[src/rtl/mips_pkg.sv]
// Shared MIPS core definitions: register-file geometry and preload engine states.
package mips_pkg;

   localparam int unsigned REG_ADDR_W = 5;
   localparam int unsigned REG_DATA_W = 32;
   localparam logic [REG_ADDR_W-1:0] REG_ZERO = '0;

   // VERIFY is only reachable when REG_PRELOAD_VERIFY_EN is defined
   typedef enum logic [2:0] {
      StIdle,
      StDrain,
      StWrite,
      StVerify,
      StDone
   } preload_state_e;

endpackage

[src/rtl/seq_value_gen.sv]
// Arithmetic sequence generator: holds the current register address and value,
// plus the latched range/base/step so the sequence can be replayed.
module seq_value_gen #(
   parameter int unsigned ADDR_W = 5,
   parameter int unsigned DATA_W = 32
) (
   input  logic              i_clk,
   input  logic              i_rst_n,
   input  logic              i_load,
   input  logic              i_restart,
   input  logic              i_advance,
   input  logic [ADDR_W-1:0] i_first,
   input  logic [ADDR_W-1:0] i_last,
   input  logic [DATA_W-1:0] i_base,
   input  logic [DATA_W-1:0] i_step,
   output logic [ADDR_W-1:0] o_cur,
   output logic [DATA_W-1:0] o_acc,
   output logic              o_last
);

   logic [ADDR_W-1:0] r_first;
   logic [ADDR_W-1:0] r_last;
   logic [DATA_W-1:0] r_base;
   logic [DATA_W-1:0] r_step;
   logic [ADDR_W-1:0] r_cur;
   logic [DATA_W-1:0] r_acc;

   // Load captures a new job, restart rewinds it, advance steps unless at the end
   always_ff @(posedge i_clk or negedge i_rst_n) begin
      if (!i_rst_n) begin
         r_first <= '0;
         r_last  <= '0;
         r_base  <= '0;
         r_step  <= '0;
         r_cur   <= '0;
         r_acc   <= '0;
      end else if (i_load) begin
         r_first <= i_first;
         r_last  <= i_last;
         r_base  <= i_base;
         r_step  <= i_step;
         r_cur   <= i_first;
         r_acc   <= i_base;
      end else if (i_restart) begin
         r_cur <= r_first;
         r_acc <= r_base;
      end else if (i_advance && !o_last) begin
         // holding at the last element keeps address 31 from wrapping to 0
         r_cur <= r_cur + ADDR_W'(1);
         r_acc <= r_acc + r_step;
      end
   end

   // Current element and end-of-range flag
   always_comb begin
      o_cur  = r_cur;
      o_acc  = r_acc;
      o_last = (r_cur == r_last);
   end

endmodule

[src/rtl/reg_preload_writer.sv]
// Register-file preload engine: stalls the pipeline, drains, then writes an
// arithmetic sequence into a register range, one register per cycle.
// Optional readback check of the written range: define REG_PRELOAD_VERIFY_EN.
module reg_preload_writer
   import mips_pkg::*;
#(
   parameter int unsigned ADDR_W       = REG_ADDR_W,
   parameter int unsigned DATA_W       = REG_DATA_W,
   parameter int unsigned DRAIN_CYCLES = 4
) (
   input  logic              i_clk,
   input  logic              i_rst_n,
   input  logic              i_start,
   input  logic [ADDR_W-1:0] i_first_reg,
   input  logic [ADDR_W-1:0] i_last_reg,
   input  logic [DATA_W-1:0] i_base,
   input  logic [DATA_W-1:0] i_step,
   output logic              o_busy,
   output logic              o_done,
   output logic              o_stall_pipe,
   output logic              o_rf_we,
   output logic [ADDR_W-1:0] o_rf_waddr,
   output logic [DATA_W-1:0] o_rf_wdata,
   output logic [ADDR_W-1:0] o_rf_raddr,
   input  logic [DATA_W-1:0] i_rf_rdata,
   output logic              o_err
);

   localparam int unsigned CNT_W = (DRAIN_CYCLES > 1) ? $clog2(DRAIN_CYCLES) : 1;

   preload_state_e r_state, w_state_d;
   logic [CNT_W-1:0]  r_cnt;
   logic              r_last_out;   // element just placed on the write port was the last
   logic              r_we;
   logic [ADDR_W-1:0] r_waddr;
   logic [DATA_W-1:0] r_wdata;
   logic              r_err;

   logic              w_load, w_restart, w_advance;
   logic              w_we_d;
   logic [ADDR_W-1:0] w_cur;
   logic [DATA_W-1:0] w_acc;
   logic              w_gen_last;

   seq_value_gen #(
      .ADDR_W (ADDR_W),
      .DATA_W (DATA_W)
   ) u_gen (
      .i_clk     (i_clk),
      .i_rst_n   (i_rst_n),
      .i_load    (w_load),
      .i_restart (w_restart),
      .i_advance (w_advance),
      .i_first   (i_first_reg),
      .i_last    (i_last_reg),
      .i_base    (i_base),
      .i_step    (i_step),
      .o_cur     (w_cur),
      .o_acc     (w_acc),
      .o_last    (w_gen_last)
   );

   // State register
   always_ff @(posedge i_clk or negedge i_rst_n) begin
      if (!i_rst_n) r_state <= StIdle;
      else          r_state <= w_state_d;
   end

   // Next-state logic
   always_comb begin
      w_state_d = r_state;
      unique case (r_state)
         StIdle: begin
            if (i_start) w_state_d = (i_first_reg <= i_last_reg) ? StDrain : StDone;
         end
         StDrain: begin
            if (r_cnt == CNT_W'(DRAIN_CYCLES - 1)) w_state_d = StWrite;
         end
         StWrite: begin
`ifdef REG_PRELOAD_VERIFY_EN
            if (r_last_out) w_state_d = StVerify;
`else
            if (r_last_out) w_state_d = StDone;
`endif
         end
         StVerify: begin
            if (w_gen_last) w_state_d = StDone;
         end
         StDone:  w_state_d = StIdle;
         default: w_state_d = StIdle;
      endcase
   end

   // Output decode and sequencer control
   always_comb begin
      o_busy       = (r_state != StIdle);
      o_stall_pipe = (r_state != StIdle);
      o_done       = (r_state == StDone);
      w_load       = (r_state == StIdle) && i_start;
`ifdef REG_PRELOAD_VERIFY_EN
      w_restart    = (r_state == StWrite) && (w_state_d == StVerify);
      w_advance    = (w_state_d == StWrite) || (r_state == StVerify);
      o_rf_raddr   = (r_state == StVerify) ? w_cur : '0;
`else
      w_restart    = 1'b0;
      w_advance    = (w_state_d == StWrite);
      o_rf_raddr   = '0;
`endif
      // $zero still consumes its slot and value, it just is never written
      w_we_d       = (w_state_d == StWrite) && (w_cur != ADDR_W'(REG_ZERO));
      o_rf_we      = r_we;
      o_rf_waddr   = r_waddr;
      o_rf_wdata   = r_wdata;
      o_err        = r_err;
   end

   // Drain counter, write-port registers and end-of-range tracking
   always_ff @(posedge i_clk or negedge i_rst_n) begin
      if (!i_rst_n) begin
         r_cnt      <= '0;
         r_last_out <= 1'b0;
         r_we       <= 1'b0;
         r_waddr    <= '0;
         r_wdata    <= '0;
      end else begin
         r_cnt      <= (r_state == StDrain) ? r_cnt + CNT_W'(1) : '0;
         r_last_out <= (w_state_d == StWrite) && w_gen_last;
         r_we       <= w_we_d;
         r_waddr    <= (w_state_d == StWrite) ? w_cur : '0;
         r_wdata    <= (w_state_d == StWrite) ? w_acc : '0;
      end
   end

`ifdef REG_PRELOAD_VERIFY_EN
   logic [DATA_W-1:0] w_expect;
   assign w_expect = (w_cur == ADDR_W'(REG_ZERO)) ? '0 : w_acc;

   // Sticky readback mismatch flag, cleared by the next accepted start
   always_ff @(posedge i_clk or negedge i_rst_n) begin
      if (!i_rst_n)                                          r_err <= 1'b0;
      else if (w_load)                                       r_err <= 1'b0;
      else if ((r_state == StVerify) && (i_rf_rdata != w_expect)) r_err <= 1'b1;
   end
`else
   logic w_unused_rdata;
   assign w_unused_rdata = ^i_rf_rdata;
   assign r_err = 1'b0;
`endif

endmodule

[config.mk]
export PLATFORM = sky130hd
export DESIGN_NAME = reg_preload_writer
export DESIGN_NICKNAME = d
export VERILOG_FILES = /design/src/rtl/mips_pkg.sv /design/src/rtl/seq_value_gen.sv /design/src/rtl/reg_preload_writer.sv
export SDC_FILE = /design/constraint.sdc
export NUM_CORES = 1
export LEC_CHECK = 0
export CAP_MARGIN = 10
export CORE_MARGIN = 4
export CORE_UTILIZATION = 50
export DETAILED_ROUTE_END_ITERATION = 10
export GPL_TIMING_DRIVEN = 0
export PLACE_DENSITY = 0.89
export SLEW_MARGIN = 20
export SYNTH_ARGS = -nofsm -noshare
export SYNTH_HDL_FRONTEND = slang
export SYNTH_SLANG_ARGS = --single-unit
[constraint.sdc]
create_clock -name i_clk -period 3.15 [get_ports i_clk]
set_input_delay 0.945 -clock i_clk [delete_from_list [all_inputs] [get_ports i_clk]]
set_output_delay 0.945 -clock i_clk [all_outputs]
set_load 0.01 [all_outputs]
## Word-level counts from Yosys, hierarchy flattened

Cells that the tools add are included.

| storage, ports and cells | value |
|---|---|
| bits in registers | 118 |
| bits of input ports | 109 |
| output and inout port bits | 47 |
| word-level logic and storage cells | 43 |

| operators by class | value |
|---|---|
| $add $sub $neg | 3 |
| $lt $le $gt $ge | 1 |
| equality and inequality tests | 7 |
| multiplexer cells | 13 |
| reduce and logical (&&, ||, !) cells | 9 |

Operators with widths:

| operator | count |
|---|---|
| $mux 32 | 3 |
| $add 32x32->32 | 1 |
| $mux 3 | 5 |
| $mux 5 | 3 |
| $pmux 3 s4 | 1 |
| $eq 3x2->1 const B | 3 |
| $add 5x1->5 const B | 1 |
| $eq 5x5->1 | 1 |
| $le 5x5->1 | 1 |
| $reduce_bool 5->1 | 1 |
| $logic_and 1x1->1 | 4 |
| $eq 3x1->1 const B | 1 |
| $eq 3x3->1 const B | 1 |
| $logic_not 3->1 | 1 |
| $reduce_bool 3->1 | 1 |
| $add 2x1->2 const B | 1 |
| $eq 2x2->1 const B | 1 |
| $mux 2 | 1 |
| $reduce_bool 2->1 | 1 |
| $logic_not 1->1 | 1 |

## Logic depth before layout (Yosys ltp)

Gate-level depths: netlist of the first run.

| depth | value |
|---|---|
| depth after elaboration | 8 |
| depth in mapped cells | 12 |
| gate-level depth less buffers | 12 |

## Modules after synthesis

A second synthesis of the first run with hierarchy kept.

| unflattened totals | value |
|---|---|
| cells, all modules | 829 |
| area total of the unflattened synthesis | 8323.0 µm² |

Modules (own cells, without submodules):

| module | instances | cells each | area an instance (µm²) | sequential area each (µm²) |
|---|---|---|---|---|
| seq_value_gen | 1 | 693 | 6591.3 | 2777.7 |
| reg_preload_writer | 1 | 136 | 1731.7 | 1101.1 |

## Least setup slack after synthesis of the first run

No wires, ideal clock.

| path | value |
|---|---|
| path type | reg2reg |
| from | register u_gen.r_acc[0], in the netlist u_gen.o_acc[0] |
| to | register u_gen.r_acc[30], in the netlist u_gen.o_acc[30] |
| setup time | 0.126 ns |
| arrival | 2.339 ns |
| data required time | 3.024 ns |
| setup slack | 0.685 ns |
| cell stages (with the launch flop) | 13 |
| buffers on the path | 0 |
| period minus slack after synthesis | 2.465 ns |
| cell sequence | dfrtp_1 > ha_1 > inv_1 > fa_1 > nor2b_1 > o31a_1 > o311ai_1 > o211a_1 > o2111ai_1 > nand2_1 > o21ai_1 > xor2_1 > a221o_1 |

| on the way | value |
|---|---|
| longest elaborated chain between the ends | 3 |

Ends and longest elaborated chain:

| what | line | source |
|---|---|---|
| start: declaration | seq_value_gen.sv:26 | `logic [DATA_W-1:0] r_acc;` |
| start signal: assignment | seq_value_gen.sv:43 | `r_acc <= i_base;` |
| start signal: assignment | seq_value_gen.sv:46 | `r_acc <= r_base;` |
| start signal: assignment | seq_value_gen.sv:50 | `r_acc <= r_acc + r_step;` |
| $add 32x32->32 | seq_value_gen.sv:50 |  |
| $mux 32 | seq_value_gen.sv:47 | `end else if (i_advance && !o_last) begin` |
| $mux 32 | seq_value_gen.sv:37 | `end else if (i_load) begin` |

Every way passes these cells. The select of a mux whose other input is x is not followed.
A chain may end at the register's enable or synchronous reset.

## Worst setup path after layout of the first run

| path | value |
|---|---|
| from | register r_state[1] |
| to | output port o_stall_pipe |

| on the way | value |
|---|---|
| longest elaborated chain between the ends | 1 |

Ends and longest elaborated chain:

| what | line | source |
|---|---|---|
| start: declaration | reg_preload_writer.sv:31 | `preload_state_e r_state, w_state_d;` |
| start signal: assignment | reg_preload_writer.sv:65 | `if (!i_rst_n) r_state <= StIdle;` |
| start signal: assignment | reg_preload_writer.sv:66 | `else r_state <= w_state_d;` |
| $reduce_bool 3->1 | reg_preload_writer.sv:97 | `o_stall_pipe = (r_state != StIdle);` |
| end: declaration | reg_preload_writer.sv:20 | `output logic o_stall_pipe,` |

Every way passes these cells.

==> results of run 1 <==
[through the flow]
step | total power, mW | setup slack [ps] | utilization [%] | instance area [um2]
floorplan | 5.85 | 685 | - | 6360
global placement | 6.94 | -3290 | 63.4 | 7740
detailed placement | 7.09 | 318 | 63.6 | 7770
CTS | 9.05 | 115 | 68.3 | 8340
global route | 9.78 | 43.1 | 68.4 | 8350
finish | 9.10 | 244 | 68.4 | 8350
[cells by family after synthesis]
kind of cell	synth area share (%)
AO/OA/AOI/OAI	15.5
XOR/XNOR	4.84
adder cells (fa/ha/maj)	8.02
buffers and inverters	4.46
flip-flops	46.6
multiplexers	0.158
other	0.0592
AND/OR/NAND/NOR	20.4
[power groups by stage]
stage          registers, mW  clock network, mW  logic [mW]
3_3_place_gp            2.51                  0        4.43
2_1_floorplan           2.45                  0        3.39
6_report                2.53               1.89        4.68
3_5_place_dp            2.53                  0        4.56
4_1_cts                 2.52               1.91        4.63
5_1_grt                 2.59               1.99        5.20
[sequential cells by signal, indices dropped and copies added (netlist names)]
register	flops
o_rf_waddr	5
o_rf_wdata	32
o_rf_we	1
r_cnt	2
r_last_out	1
r_state	3
u_gen.o_acc	32
u_gen.o_cur	5
u_gen.r_last	5
u_gen.r_step	32
[per-layer routing]
layer	track usage [%]	share of wire, %	up-vias
met3	6.17	7.3	23
met2	39.4	48	222
met5	0	0	-
met4	9.07	2.1	0
met1	30.6	43	2563
li1	-	-	2652
[critical path, delay by kind of cell, from the launching register on]
| kind | cells | cell delay (ps) |
|---|---|---|
| buf+inv | 4 | 880 |
| flops | 1 | 350 |
| simple gates | 1 | 300 |
[cells in the final DEF, fill, tap and decap left out, types with 4 or more instances in the layout]
master                            count
sky130_fd_sc_hd__nand4_1              7
sky130_fd_sc_hd__dfrtp_1            118
sky130_fd_sc_hd__nor3_1               8
sky130_fd_sc_hd__a31oi_1             10
sky130_fd_sc_hd__nor2_1              43
sky130_fd_sc_hd__xnor2_1             18
sky130_fd_sc_hd__buf_4               13
sky130_fd_sc_hd__o21ai_0             31
sky130_fd_sc_hd__clkbuf_16           17
sky130_fd_sc_hd__nand2_1            159
sky130_fd_sc_hd__nand3_1              7
sky130_fd_sc_hd__and3_1               4
sky130_fd_sc_hd__a21o_1               5
sky130_fd_sc_hd__conb_1               6
sky130_fd_sc_hd__a21oi_1             65
sky130_fd_sc_hd__o21a_1               6
sky130_fd_sc_hd__and2_1              38
sky130_fd_sc_hd__clkbuf_1            25
sky130_fd_sc_hd__xor2_1              17
sky130_fd_sc_hd__o21bai_1             8
sky130_fd_sc_hd__ha_1                39
sky130_fd_sc_hd__o21ai_1              8
sky130_fd_sc_hd__inv_1               20
sky130_fd_sc_hd__clkdlybuf4s50_1    116
sky130_fd_sc_hd__clkinv_2             5
sky130_fd_sc_hd__o211ai_1             4
[area by class of cell]
| class | instances | area, um2 |
|---|---|---|
| Buffer | 39 | 208 |
| Inverter | 20 | 75.1 |
| Clock buffer | 23 | 478 |
| Fill cell | 982 | 3860 |
| Clock inverter | 9 | 100 |
| Timing Repair Buffer | 118 | 1200 |
| Multi-Input combinational cell | 529 | 3130 |
| Tap cell | 168 | 210 |
| Sequential cell | 118 | 2950 |
[path summary, 6_finish.rpt]
check                               start               to  slack, ps  cells past startpoint
min                              r_cnt[0]         r_cnt[0]        440                      1
max                            r_state[1]     o_stall_pipe        240                      5
max in group asynchronous         i_rst_n   o_rf_wdata[25]       2010                      2
max reg2reg                u_gen.o_acc[0]  u_gen.o_acc[30]        260                     12
min in group asynchronous         i_rst_n    o_rf_wdata[8]        450                      1
min reg2reg                      r_cnt[0]         r_cnt[0]        440                      1
==> results.md, run 1 <==
Logic synthesis:
- The cell count after synthesis is around 700.
- Sorting the synthesized cells by how often they occur yields sky130_fd_sc_hd__nand2_1, sky130_fd_sc_hd__dfrtp_1, sky130_fd_sc_hd__a21oi_1.
- The post-synthesis sequential area ratio is between 40% and 50%.
- The number of enable flip-flop cells after synthesis is 0.
- The number of distinct standard cells referenced by the synthesized netlist is 56.
- In the post-synthesis netlist, the cell with the most instances is sky130_fd_sc_hd__nand2_1.
- The top cell type by area accounts for between 40 and 50% of the synthesized area.
- Yosys attributes the largest share of cell area to sky130_fd_sc_hd__dfrtp_1, sky130_fd_sc_hd__nand2_1, sky130_fd_sc_hd__ha_1.
- The synthesized area per cell is 9.04 um2.
- The cell accounting for the most synthesized area is sky130_fd_sc_hd__dfrtp_1.
- The Yosys step of the flow raised 0 warnings.
- The netlist area before placement is 6340 um2.
- The most used flip-flop cell after synthesis is sky130_fd_sc_hd__dfrtp_1.
- The fraction of synthesis flops using an asynchronous set or reset pin is 100%.
- The synthesized design contains ~120 register bits.

Timing:
- The number of failing hold endpoints at the final stage is 0.
- For the pin with the worst max-slew slack, the measured transition is around 650 ps.
- Setup repair after global routing left no endpoint under its margin.
- The worst hold slack is 442 ps.
- After layout, the worst path uses between 90% and 100% of the clock period.
- The number of slew-limit violations in the final report is 0.
- The number of failing setup endpoints in the final timing report is 0.
- Headroom to the max-slew limit came out at between 50 and 60%.
- The post-route setup TNS is 0 ps.
- The maximum frequency from static timing analysis is roughly 340 MHz.
- The final period demand of the worst path is just under 3000 ps.
- The clock arrives with 8.50 ps of skew.

Setup path:
- The critical path goes through clkbuf_1 > nor3_2 > inv_1 > buf_4 > clkdlybuf4s50_1.
- STA classifies the critical path startpoint as a flip-flop.
- STA puts the critical path data arrival time at 1960 ps.
- The highest cell delay on the worst timing path is between 400 and 500 ps.
- The cell at the slowest stage of the critical path is sky130_fd_sc_hd__clkdlybuf4s50_1.
- The maximum fanout encountered on the critical timing path is 10.
- The nature of the critical path endpoint is an output port.
- The setup path with the least slack is of type reg2out.
- The data required time at the worst endpoint is around 2200 ps.

Die:
- From bottom edge to top edge, the die measures ~120 um.
- The core region is roughly 12000 um2.
- The effective utilization at floorplan is approximately half.
- The count of boundary I/O pins is 156.
- The site row count is 40.
- The die area is 14500 um2.
- The die is 121 um wide.

Power and ir drop:
- The power density over the cells is about 1100 nW/um2.
- The power share of the combinational group is a little over 50%.
- The clock group share of total power is 20.8%.
- Net switching is a little over 40% of the power.
- Summed over all nets, the switching power comes to ~3.8 mW.
- VDD sags by at most 474 uV.
- Sequential cells burn between 20% and 30% of the power.
- For this design the static power due to leakage is 3.85 nW.
- The cell-internal power is ~5.3 mW.

Clock network:
- After clock tree synthesis, the clock-pin slew on the worst setup and hold paths is 50 ps.
- Gates resized during post-CTS repair numbered 0.
- The setup fix buffers added after clock tree synthesis is 0.
- The clock tree from TritonCTS is yes.
- The longest clock path from root to sink contains 2 buffers.
- The clock latency of the later-clocked register in the worst-skew pair is 420 ps.
- In this run the number of H-tree levels came out at 4.
- Clock tree synthesis inserted a total of 17 buffers.
- The number of clock sinks seen by CTS is 118.
- The tree is rooted in a sky130_fd_sc_hd__clkbuf_16.
- The number of hold buffers added after CTS was 0.

Layout:
- The repair_antennas step left the layout with diodes totalling 0.
- From synthesis to final layout, the design area changed by 31.7%.
- After the last flow step, the layout net total stands at between 900 and 1k.
- The number of cells in the finished layout apart from fillers is ~1.0k.
- In the final layout, the share of cells above drive strength 1 is roughly 6.3%.

Worst hold path:
- The worst hold path belongs to the class reg2reg.

Placed design:
- The detailed placer's ending HPWL is around 12000 um.
- In this run, placement finished with an instance count of ~1000.
- The number of buffer cells added on primary ports is around 120.
- The routability-driven placement congestion ratio is about 0.98.

GRT:
- The number of antenna violations at the first check in global routing is 0.
- The total grt overflow is 0.
- The via count of the first global-routing pass is roughly 5.7k.
- The global-route wire length before repair is between 20000 and 30000 um.
- The pin count of the biggest net entering global routing is 77.
- The global router's overall resource usage is a little under a quarter.

Drt:
- For this block, the routed nets add up to around 17000 um of wire.
- After detailed routing, the number of remaining DRC violations is 0.
- The number of optimization iterations in the first detailed-route pass is 5.
- The post-detailed-route wirelength per cell is ~16 um.
- The average vias per placed instance is roughly 5.3.
- The routed layout has between 5k and 6k vias.
- The initial DRC count is ~480.
- The remaining antenna violation count after routing is 0.

Job:
- The max-cap violation count is 0.

Status:
- The run finished with clean final reports.
(Power assumes the default switching activity.)
==> run 2, diff against run 1 <==
--- a/config.mk
+++ b/config.mk
@@ -10,6 +10,7 @@
 export CORE_UTILIZATION = 50
 export DETAILED_ROUTE_END_ITERATION = 10
 export GPL_TIMING_DRIVEN = 0
+export MAX_ROUTING_LAYER = met4
 export PLACE_DENSITY = 0.89
 export SLEW_MARGIN = 20
 export SYNTH_ARGS = -nofsm -noshare
==> results.md, run 2 (synthesis gave the netlist of run 1 again) <==
Timing:
- For the pin with the worst max-slew slack, the measured transition is between 600 and 700 ps.
- The final setup skew is 6.73 ps.
- The number of failing hold endpoints at the final stage is 0.
- The normalized max-slew margin is between 50% and 60%.
- The maximum frequency from static timing analysis is between 300 and 400 MHz.
- The number of failing setup endpoints in the final timing report is 0.
- Adding up every negative setup slack in the final design gives 0 ps.
- The final period demand of the worst path is ~3000 ps.
- The worst path uses 96.5% of the clock period.
- The number of slew-limit violations in the final report is 0.
- Setup repair after global routing left no endpoint under its margin.
- The worst path meets setup with approximately 110 ps of slack.

GRT:
- The pin count of the biggest net entering global routing is 68.
- The met1 capacity usage during global routing is between 30% and 40%.
- The number of antenna violations at the first check in global routing is 0.
- The met3 track utilization from global routing is under 10%.
- The global-route wire length before repair is 26900 um.
- The global router's overall resource usage is 24.1%.
- Summed over all layers, the global routing overflow is 0.
- The layer with the highest usage is met2.
- The via count of the first global-routing pass is 5587.
- In the global route stage, met2 resource usage came out at 38.5%.

Setup path:
- The critical path class is reg2out.
- The dominant delay contributor by cell family on the critical path is buffers and inverters.
- In this run the worst path has a maximum fanout of 10.
- The cell at the slowest stage of the critical path is sky130_fd_sc_hd__clkdlybuf4s50_1.
- The critical path goes through clkbuf_1 > nor3_1 > inv_1 > buf_4 > clkdlybuf4s50_1.
- For the worst setup path, the data required time is 2200 ps.
- The startpoint of the most critical register-to-register path is u_gen.o_acc[0].
- For the worst setup path, the data arrival time is 2090 ps.
- The nature of the critical path endpoint is an output port.
- The endpoint of the worst register-to-register path is u_gen.o_acc[30].
- The combined buffer and inverter count along the critical path is 4.
- The number of cell instances on the worst register-to-register path is 12.
- The highest cell delay on the worst timing path is 460 ps.
- The kind of launch point of the worst setup path is a flip-flop.
- The register-to-register path setup slack is 330 ps.

Worst hold path:
- The worst hold path endpoint is r_cnt[0].
- In this run the most critical hold path is launched from r_cnt[0].
- The hold path depth is 1.
- The min-delay analysis places its worst path in the category reg2reg.

Clock network:
- The number of buffers created by CTS is 17.
- The buffer type at the clock tree root is sky130_fd_sc_hd__clkbuf_16.
- CTS saw approximately 120 sinks.
- The post-cts repair resize count is 0.
- The H-tree generated during clock tree synthesis spans 4 levels.
- The number of setup buffers added after CTS is 0.
- The buffer depth of the longest clock path is 2.
- After clock tree synthesis, the clock-pin slew on the worst setup and hold paths is 60 ps.
- The clock latency of the later-clocked register in the worst-skew pair is ~420 ps.
- The clock tree from TritonCTS is yes.
- For this design, the CTS-stage hold fixing added 0 buffers.

Drt:
- The total wire length after detailed routing is 16300 um.
- The total via count in the routed design is between 5k and 6k.
- The number of optimization iterations in the first detailed-route pass is 5.
- For this block, the initial DRC count from the detailed router was between 500 and 600.
- Once detail routing completed, the nets flagged for antenna violations numbered 0.
- After detailed routing, the average wire length per cell comes to ~16 um.
- The average vias per placed instance is ~5.4.
- After detailed routing, the number of remaining DRC violations is 0.

Layout:
- The library cell used most frequently in the layout, excluding fill and tap cells, is sky130_fd_sc_hd__nand2_1.
- After filler insertion, the fill cell instance count of the layout stands at about 990.
- Leaving out fill and tap cells, the most frequent cells in the layout are sky130_fd_sc_hd__nand2_1, sky130_fd_sc_hd__dfrtp_1, sky130_fd_sc_hd__clkdlybuf4s50_1, sky130_fd_sc_hd__a21oi_1, sky130_fd_sc_hd__nor2_1.
- The proportion of layout cells with a drive suffix above 1 is 6.07%.
- Compared with the post-synthesis result, the final layout area differs by 31.7%.
- 0 antenna diodes ended up in the layout.
- The net count reported at finish is slightly below 1k.

Die:
- The floorplan die width is about 120 um.
- The floorplan step defined a die boundary enclosing 14500 um2.
- The core footprint is approximately 12000 um2.
- The site row count is 40.
- Once the floorplan was initialized, standard cells occupied roughly half of the core.
- The count of boundary I/O pins is 156.
- The die height is around 120 um.

Job:
- Max-cap violations in this run came to 0.

Placed design:
- Detailed placement finished with a half-perimeter wire length of 11800 um.
- Input and output buffers added on the ports amount to around 120.
- Prior to clock tree synthesis, the placed netlist has a worst setup slack of around 330 ps.
- Routability-driven placement finished with a final weighted congestion of 0.990.

Power and ir drop:
- In this run the static leakage power is between 3 and 4 nW.
- The worst vdd rail ir drop is ~570 uV.
- For this design the ratio of total power to cell area is about 1100 nW/um2.

Status:
- The flow ran to the end, and the final reports show no timing, DRC or antenna violations.
==> run 2: per-layer routing <==
| layer | part of all wire (%) | up-vias |
|---|---|---|
| met5 | 0 | - |
| met4 | 1.7 | 0 |
| met3 | 7.0 | 31 |
| met2 | 48 | 201 |
| met1 | 43 | 2637 |
| li1 | - | 2653 |
==> run 2: area by class of cell <==
cell class                      instances  area (um2)  share of cell area, %
Buffer                                 39         208                   2.49
Clock buffer                           24         482                   5.77
Multi-Input combinational cell        529        3120                   37.4
Sequential cell                       118        2950                   35.4
Tap cell                              168         210                   2.52
Timing Repair Buffer                  118        1200                   14.4
Clock inverter                          8        97.6                   1.17
Inverter                               20        75.1                  0.900
==> run 2: power by group <==
part	internal (mW)	switching, mW
Clock	1.22	0.668
Combinational	2.01	2.64
Sequential	2.11	0.408
==> run 2: worst max-delay path by stage <==
| stage | start | end | slack [ps] | cells after the start |
|---|---|---|---|---|
| floorplan | u_gen.o_acc[0] | u_gen.o_acc[30] | 690 | 12 |
| global placement | i_rst_n | u_gen.r_step[22] | -3310 | 1 |
| detailed placement | i_last_reg[1] | r_state[2] | 330 | 11 |
| CTS | r_state[1] | o_stall_pipe | 100 | 5 |
| global route | r_state[1] | o_stall_pipe | 9 | 5 |
| finish | r_state[1] | o_stall_pipe | 110 | 5 |
==> run 2: through the flow <==
| step | instances | utilization [%] | power (mW) | hold WS (ps) | instance area (um2) |
|---|---|---|---|---|---|
| 2_1_floorplan | 706 | - | 5.85 | 415 | 6360 |
| 3_3_place_gp | 991 | 63.4 | 6.95 | 429 | 7740 |
| 3_5_place_dp | 992 | 63.6 | 7.07 | 438 | 7770 |
| 4_1_cts | 1024 | 68.3 | 9.03 | 446 | 8350 |
| 5_1_grt | 1024 | 68.3 | 9.76 | 472 | 8350 |
| 6_report | 1024 | 68.3 | 9.05 | 442 | 8350 |
==> run 2: worst reg2reg max path, cell delays in order, from the launching register on <==
cell and delay [ps]:
sky130_fd_sc_hd__dfrtp_1 370, sky130_fd_sc_hd__ha_1 200, sky130_fd_sc_hd__inv_1 60, sky130_fd_sc_hd__fa_1 370, sky130_fd_sc_hd__nor2b_1 200, sky130_fd_sc_hd__o31a_1 210
sky130_fd_sc_hd__o311ai_1 120, sky130_fd_sc_hd__o211a_1 220, sky130_fd_sc_hd__o2111ai_1 240, sky130_fd_sc_hd__nand2_1 130, sky130_fd_sc_hd__o21ai_1 170, sky130_fd_sc_hd__xor2_1 90
sky130_fd_sc_hd__a221o_1 310
